==> src/rtl/west_feeder_if.sv <==
// west_feeder_if: input-buffer handshake into the west feeder.
// The master drives one row*bw vector plus valid; the slave (feeder) returns ready.
interface west_feeder_if #(
  parameter int row = 8,
  parameter int bw  = 4
);
  logic [row*bw-1:0] in_data;
  logic              in_valid;
  logic              in_ready;

  modport master (output in_data, output in_valid, input in_ready);
  modport slave  (input in_data, input in_valid, output in_ready);
endinterface

==> src/rtl/west_feeder.sv <==
// west_feeder: loads col (or 2*col) weight vectors, idles one GAP cycle,
// streams n_act activation vectors, then drains col+row cycles before done.
// Each accepted vector is registered into a stage that drives the array's
// west edge together with a 2-bit instruction (bit1 execute, bit0 load).
// Build option FEEDER_SKEW_EN: row r sees the stage delayed r cycles
// (diagonal skew); without it every row uses the stage in the same cycle.
module west_feeder #(
  parameter int row = 8,
  parameter int col = 8,
  parameter int bw  = 4
) (
  input  logic                clk,
  input  logic                reset,
  input  logic                start,
  input  logic                separateweights,
  input  logic [7:0]          n_act,
  west_feeder_if.slave        in_if,
  output logic [row*bw-1:0]   out_w,
  output logic [2*row-1:0]    inst_w,
  output logic                busy,
  output logic                done
);

  typedef enum logic [2:0] {
    S_IDLE,
    S_LOAD,
    S_GAP,
    S_EXEC,
    S_DRAIN
  } state_t;

  localparam logic [8:0] LOAD_ONE  = 9'(col);
  localparam logic [8:0] LOAD_TWO  = 9'(2 * col);
  localparam logic [8:0] DRAIN_LEN = 9'(col + row);

  state_t              state_q, state_d;
  logic [8:0]          cnt_q, cnt_d;
  logic                sep_q, sep_d;
  logic [7:0]          nact_q, nact_d;
  logic [row*bw-1:0]   w_q, w_d;
  logic [1:0]          inst0_q, inst0_d;
  logic                done_q, done_d;
  logic                xfer;
  logic [8:0]          load_tgt;

  // Next-state, transfer counting and row-0 stage update
  always_comb begin
    state_d        = state_q;
    cnt_d          = cnt_q;
    sep_d          = sep_q;
    nact_d         = nact_q;
    w_d            = w_q;
    inst0_d        = 2'b00;
    done_d         = 1'b0;
    in_if.in_ready = (state_q == S_LOAD) || (state_q == S_EXEC);
    xfer           = in_if.in_valid && in_if.in_ready;
    load_tgt       = sep_q ? LOAD_TWO : LOAD_ONE;

    if (xfer) begin
      w_d     = in_if.in_data;
      inst0_d = (state_q == S_LOAD) ? 2'b01 : 2'b10;
    end

    case (state_q)
      S_IDLE: begin
        if (start) begin
          state_d = S_LOAD;
          cnt_d   = '0;
          sep_d   = separateweights;
          nact_d  = n_act;
        end
      end
      S_LOAD: begin
        if (xfer) begin
          if (cnt_q + 9'd1 == load_tgt) begin
            state_d = S_GAP;
            cnt_d   = '0;
          end else begin
            cnt_d = cnt_q + 9'd1;
          end
        end
      end
      S_GAP: begin
        state_d = (nact_q == 8'd0) ? S_DRAIN : S_EXEC;
        cnt_d   = '0;
      end
      S_EXEC: begin
        if (xfer) begin
          if (cnt_q + 9'd1 == {1'b0, nact_q}) begin
            state_d = S_DRAIN;
            cnt_d   = '0;
          end else begin
            cnt_d = cnt_q + 9'd1;
          end
        end
      end
      S_DRAIN: begin
        if (cnt_q == DRAIN_LEN - 9'd1) begin
          state_d = S_IDLE;
          cnt_d   = '0;
          done_d  = 1'b1;
        end else begin
          cnt_d = cnt_q + 9'd1;
        end
      end
      default: state_d = S_IDLE;
    endcase
  end

  // State, counter, configuration and stage registers
  always_ff @(posedge clk or posedge reset) begin
    if (reset) begin
      state_q <= S_IDLE;
      cnt_q   <= '0;
      sep_q   <= 1'b0;
      nact_q  <= '0;
      w_q     <= '0;
      inst0_q <= '0;
      done_q  <= 1'b0;
    end else begin
      state_q <= state_d;
      cnt_q   <= cnt_d;
      sep_q   <= sep_d;
      nact_q  <= nact_d;
      w_q     <= w_d;
      inst0_q <= inst0_d;
      done_q  <= done_d;
    end
  end

  // Status outputs
  always_comb begin
    busy = (state_q != S_IDLE);
    done = done_q;
  end

`ifdef FEEDER_SKEW_EN
  assign out_w[bw-1:0] = w_q[bw-1:0];
  assign inst_w[1:0]   = inst0_q;

  for (genvar r = 1; r < row; r++) begin : g_skew
    localparam int SW = bw + 2;
    logic [SW-1:0]   stage;
    logic [r*SW-1:0] dly_q;

    assign stage = {inst0_q, w_q[r*bw +: bw]};

    if (r == 1) begin : g_d1
      // Single-cycle delay for row 1
      always_ff @(posedge clk or posedge reset) begin
        if (reset) dly_q <= '0;
        else       dly_q <= stage;
      end
    end else begin : g_dn
      // Shift row r's stage through r registers; oldest entry at the top
      always_ff @(posedge clk or posedge reset) begin
        if (reset) dly_q <= '0;
        else       dly_q <= {dly_q[(r-1)*SW-1:0], stage};
      end
    end

    assign out_w[r*bw +: bw] = dly_q[r*SW-1 -: SW][bw-1:0];
    assign inst_w[2*r +: 2]  = dly_q[r*SW-1 -: SW][SW-1 -: 2];
  end
`else
  // Every row takes the row-0 stage in the same cycle
  always_comb begin
    out_w = w_q;
    for (int unsigned r = 0; r < row; r++) begin
      inst_w[2*r +: 2] = inst0_q;
    end
  end
`endif

endmodule
==> src/flat_wrapper.sv <==
// flat-port wrapper written by rule: the top's interface ports become plain ports
module west_feeder_flat 
#(
  parameter int row = 8,
  parameter int col = 8,
  parameter int bw  = 4
)
  (clk, reset, start, separateweights, n_act, out_w, inst_w, busy, done, in_if_in_data, in_if_in_valid, in_if_in_ready);
  west_feeder_if #(.row(row), .bw(bw)) in_if_i ();
  input  logic clk;
  input  logic reset;
  input  logic start;
  input  logic separateweights;
  input  logic [7:0] n_act;
  output logic [row*bw-1:0] out_w;
  output logic [2*row-1:0] inst_w;
  output logic busy;
  output logic done;
  input wire logic [$bits(in_if_i.in_data)-1:0] in_if_in_data;
  input wire logic [$bits(in_if_i.in_valid)-1:0] in_if_in_valid;
  output wire logic [$bits(in_if_i.in_ready)-1:0] in_if_in_ready;
  assign in_if_i.in_data = in_if_in_data;
  assign in_if_i.in_valid = in_if_in_valid;
  assign in_if_in_ready = in_if_i.in_ready;
  west_feeder #(.row(row), .col(col), .bw(bw)) u_core (.clk(clk), .reset(reset), .start(start), .separateweights(separateweights), .n_act(n_act), .in_if(in_if_i), .out_w(out_w), .inst_w(inst_w), .busy(busy), .done(done));
endmodule
==> config.mk <==
export PLATFORM = sky130hd
export DESIGN_NAME = west_feeder_flat
export DESIGN_NICKNAME = d
export VERILOG_FILES = /design/src/rtl/west_feeder_if.sv /design/src/rtl/west_feeder.sv /design/src/flat_wrapper.sv
export SDC_FILE = /design/constraint.sdc
export NUM_CORES = 1
export LEC_CHECK = 0
export ABC_AREA = 1
export CELL_PAD_IN_SITES_DETAIL_PLACEMENT = 1
export CELL_PAD_IN_SITES_GLOBAL_PLACEMENT = 1
export CORE_UTILIZATION = 36
export CTS_BUF_LIST = sky130_fd_sc_hd__clkbuf_16
export DETAILED_ROUTE_END_ITERATION = 6
export GPL_TIMING_DRIVEN = 0
export MAX_ROUTING_LAYER = met4
export PLACE_DENSITY = 0.82
export SYNTH_ARGS = -nofsm -noshare
export SYNTH_HDL_FRONTEND = slang
export SYNTH_SLANG_ARGS = --single-unit
==> constraint.sdc <==
create_clock -name clk -period 4.8 [get_ports clk]
set_input_delay 1.2 -clock clk [delete_from_list [all_inputs] [get_ports clk]]
set_output_delay 1.2 -clock clk [all_outputs]
set_load 0.01 [all_outputs]
[After elaboration in Yosys (flattened, before gate mapping)]
Index checks and enable logic that the tools add are counted.
Word-level totals
  bits in registers: 56
  bits of input ports: 45
  output and inout bits: 51
  word-level logic and storage cells: 50
Cells by class
  add/subtract/negate cells: 1
  equality and inequality tests: 13
  muxes and demuxes: 20
  reduce and logical (&&, ||, !) cells: 9
Operators by type and width (number)
  $mux 9: 6
  $pmux 9 s5: 1
  $mux 3: 7
  $pmux 3 s5: 1
  $add 9x1->9 const B: 1
  $eq 9x4->1 const B: 1
  $eq 9x8->1: 1
  $eq 9x9->1: 1
  $logic_not 8->1: 1
  $eq 3x2->1 const B: 2
  $ne 2x1->1 const B: 3
  $ne 2x2->1 const B: 3
  $reduce_and 6->1: 1
  $mux 5: 1
  $reduce_bool 5->1: 1
  $mux 2: 2
  $reduce_and 4->1: 1
  $eq 3x1->1 const B: 1
  $eq 3x3->1 const B: 1
  $logic_not 3->1: 1
  $reduce_bool 3->1: 1
  $mux 1: 2
  $reduce_and 2->1: 1
  $logic_and 1x1->1: 1
  $logic_or 1x1->1: 1

[Longest topological paths before layout]
  depth after elaboration: 5
  depth in mapped cells: 14
  gate-level depth less buffers: 14

[Worst setup path after synthesis]
Ideal clock, no wire load.
  path kind: in2reg
  from: in in_if_in_valid
  to: reg u_core.w_q[10], in the netlist u_core.out_w[10]
  setup time: 125 ps
  data arrival time: 1927 ps
  data required time: 4675 ps
  path slack: 2748 ps
  stages on the path: 3
  path buffers: 1
  cell sequence: nand2_1 -> buf_2 -> mux2_2
On the way
  word-level cells in the longest chain between the ends: 1
RTL lines
  from (decl): line flat_wrapper.sv:20  | input wire logic [$bits(in_if_i.in_valid)-1:0] in_if_in_valid;
  $logic_and 1x1->1: line west_feeder.sv:56  | xfer = in_if.in_valid && in_if.in_ready;
  to (signal assigned): line west_feeder.sv:125  | w_q <= w_d;
  to (decl): line west_feeder.sv:40  | logic [row*bw-1:0] w_q, w_d;
Every way passes these cells.
A chain may end at the register's enable or synchronous reset.

[Worst setup path after layout]
  from: reg u_core.state_q[0]
  to: out in_if_in_ready
On the way
  word-level cells in the longest chain between the ends: 2
  elaborated cells between the ends (all ways): 3
  those cells by class: 2 x eq/ne; 1 x reduce/logical
RTL lines
  from (decl): line west_feeder.sv:36  | state_t state_q, state_d;
  from (signal assigned): line west_feeder.sv:121  | state_q <= state_d;
  $eq 3x1->1 / $eq 3x2->1 (equally long branches): line west_feeder.sv:55  | in_if.in_ready = (state_q == S_LOAD) || (state_q == S_EXEC);
  $logic_or 1x1->1 *: line west_feeder.sv:55
  to (decl): line flat_wrapper.sv:21  | output wire logic [$bits(in_if_i.in_ready)-1:0] in_if_in_ready;
Every way passes the cells marked *; elsewhere a longest branch is shown, timed or not.

==> results.md <==
* Status: completed
* Final Setup Violations at 0
* Post-synth EDFFs at 0
* Post-synth top flop: dfrtp_1
* Reg-to-reg slack, setup at 2.70 ns
* Clock root buffer: clkbuf_16
* Static leakage at 1.84 nW
* Area share of the largest cell type after synthesis at 49.7%
* Maxcap violations at 0
* Net Count, Synth at 346
* Final instance area at 4060 sq um
* Dominant cell type by area after synthesis: dfrtp_1
* Vias in the first global route at 2726
* WS Path Type: flip-flop to output pin
* Area contributors post-synth: dfrtp_1, mux2_2, nand2_1, nand3_1, buf_4
* FF-to-FF path depth at 13
* Crit path DAT at 1.75 ns
* Die area at 8200 sq um
* Post-CTS Repair Setup Buffers at 0
* Max Freq at 339 MHz
* Wirelength, routed at 8020 microns
* CTS clk-pin slew, worst paths at 0.08 ns
* Max rail drop VDD at 0.318 mV
* Vias per std cell at 4.83
* CP Max Fanout at 4
* Diodes inserted at 0
* Critical path cell sequence: inv_1, nor2_1, clkdlybuf4s50_1
* Seq/Total Area, Yosys at 49.7%
* Total number of yosys warnings at 0
* Area Growth Syn to Fin at 44.0%
* Most common cell after layout, fill and taps aside: clkdlybuf4s50_1
* Startpoint types: flip-flop
* Pwr dens at 596 nW/um^2
* Netlist cell types at 29
* CTS tree: built
* Flops & latches, synth at 56
* Synth Instances at 299
* Final setup skew at 0.00795 ns
* RSZ-0062 raised after global routing: no
* First-pass GRT wire length at 13600 microns
* Async S/R FF share, synth at 100%
* DR vias at 2424
* Num CTS Buffers at 5
* Slew headroom at 56.3%
* Worst-margin pin slew at 0.651 ns
* Critical path startpoint: u_core.state_q[0]
* CP Capture Type: output pin
* HP Class: flip-flop to flip-flop
* Tcrit/Tclk final at 61.5%
* Slowest CP cell: clkdlybuf4s50_1
* Total Nets Final at 449
* Initial antenna violation count at 0
* First DRT Iteration DRCs at 97
* Syn Area/Cell at 9.44 sq um
* WP data required at 3.60 ns
* Max incr delay on CP at 0.61 ns
* GRT Total Usage at 21.7%
* Largest net degree at the start of global routing at 40
* DRT Pass-1 Iters at 4
* Setup_tns at 0 ns
* Layout cells sized above 1 at 20.3%
* DRT antenna net count at 0
* # fillers at 839
* Post-CTS Hold Buffers at 0
* RD Place Congestion at 0.805
* Placement Cell Area at 3920 sq um
* Die width at 90.5 microns
* Residual DRC at 0
* Clock Path Buffers at 2
* Initial Util at 38.1%
* Critical Path End: in_if_in_ready
* RR Endpoint: u_core.cnt_q[5]
* Sink Count at 56
* Die H at 90.5 microns
* Final HPWL DP at 5700 microns
* WL/cell at 16.0 microns
* Post-layout min period at 2.95 ns
* # port buffers at 95
* Gates resized, CTS repair at 0
* # rows at 31
* Congestion Overflow GR at 0
* Netlist Area Pre-Place at 2820 sq um
* Max-slew violations at 0
* Ports at 96
* Most frequent cells in the layout: clkdlybuf4s50_1, nand2_1, dfrtp_1
* Core area at 7410 sq um
* Clock insertion delay at the later pin of the skew report at 0.30 ns
* RR Startpoint: u_core.cnt_q[0]
* H-tree depth at 2
* Final hold vios at 0
==> critical path: cells and delay by family, from the launching register on <==
family	cells	cell delay, ns
and+or+nand+nor	1	0.33
DFF	1	0.42
buffers and inverters	2	0.70
==> kinds of logic after synthesis <==
family,synth area share (%)
buf+inv,8.25
flops,49.7
simple gates,23.3
xor+xnor,0.621
fa+ha+maj,0.887
mux,13.6
compound gates,3.73
==> worst min path at each step <==
stage,start,endpoint,slack [ns],cells past startpoint
after global routing,u_core.out_w[17],u_core.out_w[17],0.52,1
after global placement,u_core.out_w[28],u_core.out_w[28],0.49,1
after detailed placement,u_core.out_w[17],u_core.out_w[17],0.50,1
after CTS,u_core.out_w[17],u_core.out_w[17],0.51,1
after floorplan,u_core.state_q[0],u_core.state_q[0],0.49,2
final,u_core.out_w[17],u_core.out_w[17],0.51,1
==> synth_stat cells (3+ instances only) <==
cell and n:
nand2_1 68, dfrtp_1 56, mux2_2 34, nand3_1 28, inv_1 26, nor2_1 19
buf_4 14, a21oi_1 8, nand2_2 7, nand4_1 5, nor3_1 5, nor2_2 4
buf_2 3, nand3_2 3
==> power by group <==
group          leakage, nW  internal, mW  switching, mW
clock               0.0702         0.195          0.175
sequential           0.681         0.672          0.146
combinational         1.09         0.665          0.567
==> area by class of cell <==
class	instances	area (sq um)	share of cell area (%)
multi-input combinational	196	1190	29.2
inverter	29	109	2.68
clock buffer	5	125	3.08
buffer	18	124	3.05
clock inverter	3	21.3	0.524
sequential	56	1400	34.5
tap	99	124	3.05
timing repair buffer	96	971	23.9
==> state kept, by name, indices dropped and copies added, names as in the netlist <==
name	count
u_core.out_w	32
u_core.sep_q	1
u_core.cnt_q	9
u_core.state_q	3
u_core.inst0_q	2
u_core.nact_q	8
u_core.done	1
==> per-stage QoR <==
| step | utilization (%) | std cells | hold slack [ns] | setup WS, ns | total power [mW] |
|---|---|---|---|---|---|
| after floorplan | - | 299 | 0.485 | 2.23 | 1.44 |
| after global placement | 52.6 | 493 | 0.486 | 1.16 | 1.98 |
| after detailed placement | 52.9 | 494 | 0.497 | 2.04 | 2.04 |
| after CTS | 54.8 | 502 | 0.513 | 1.87 | 2.45 |
| after global routing | 54.8 | 502 | 0.520 | 1.79 | 2.58 |
| final | 54.8 | 502 | 0.507 | 1.85 | 2.42 |
==> per-layer routing <==
metal / routed length [microns] / track usage (%)
met1: 3480 / 25.9
met2: 4180 / 37.9
met3: 248 / 3.45
met4: 113 / 6.18
met5: 0 / -
No activity file was read; power rests on OpenSTA's default activity.
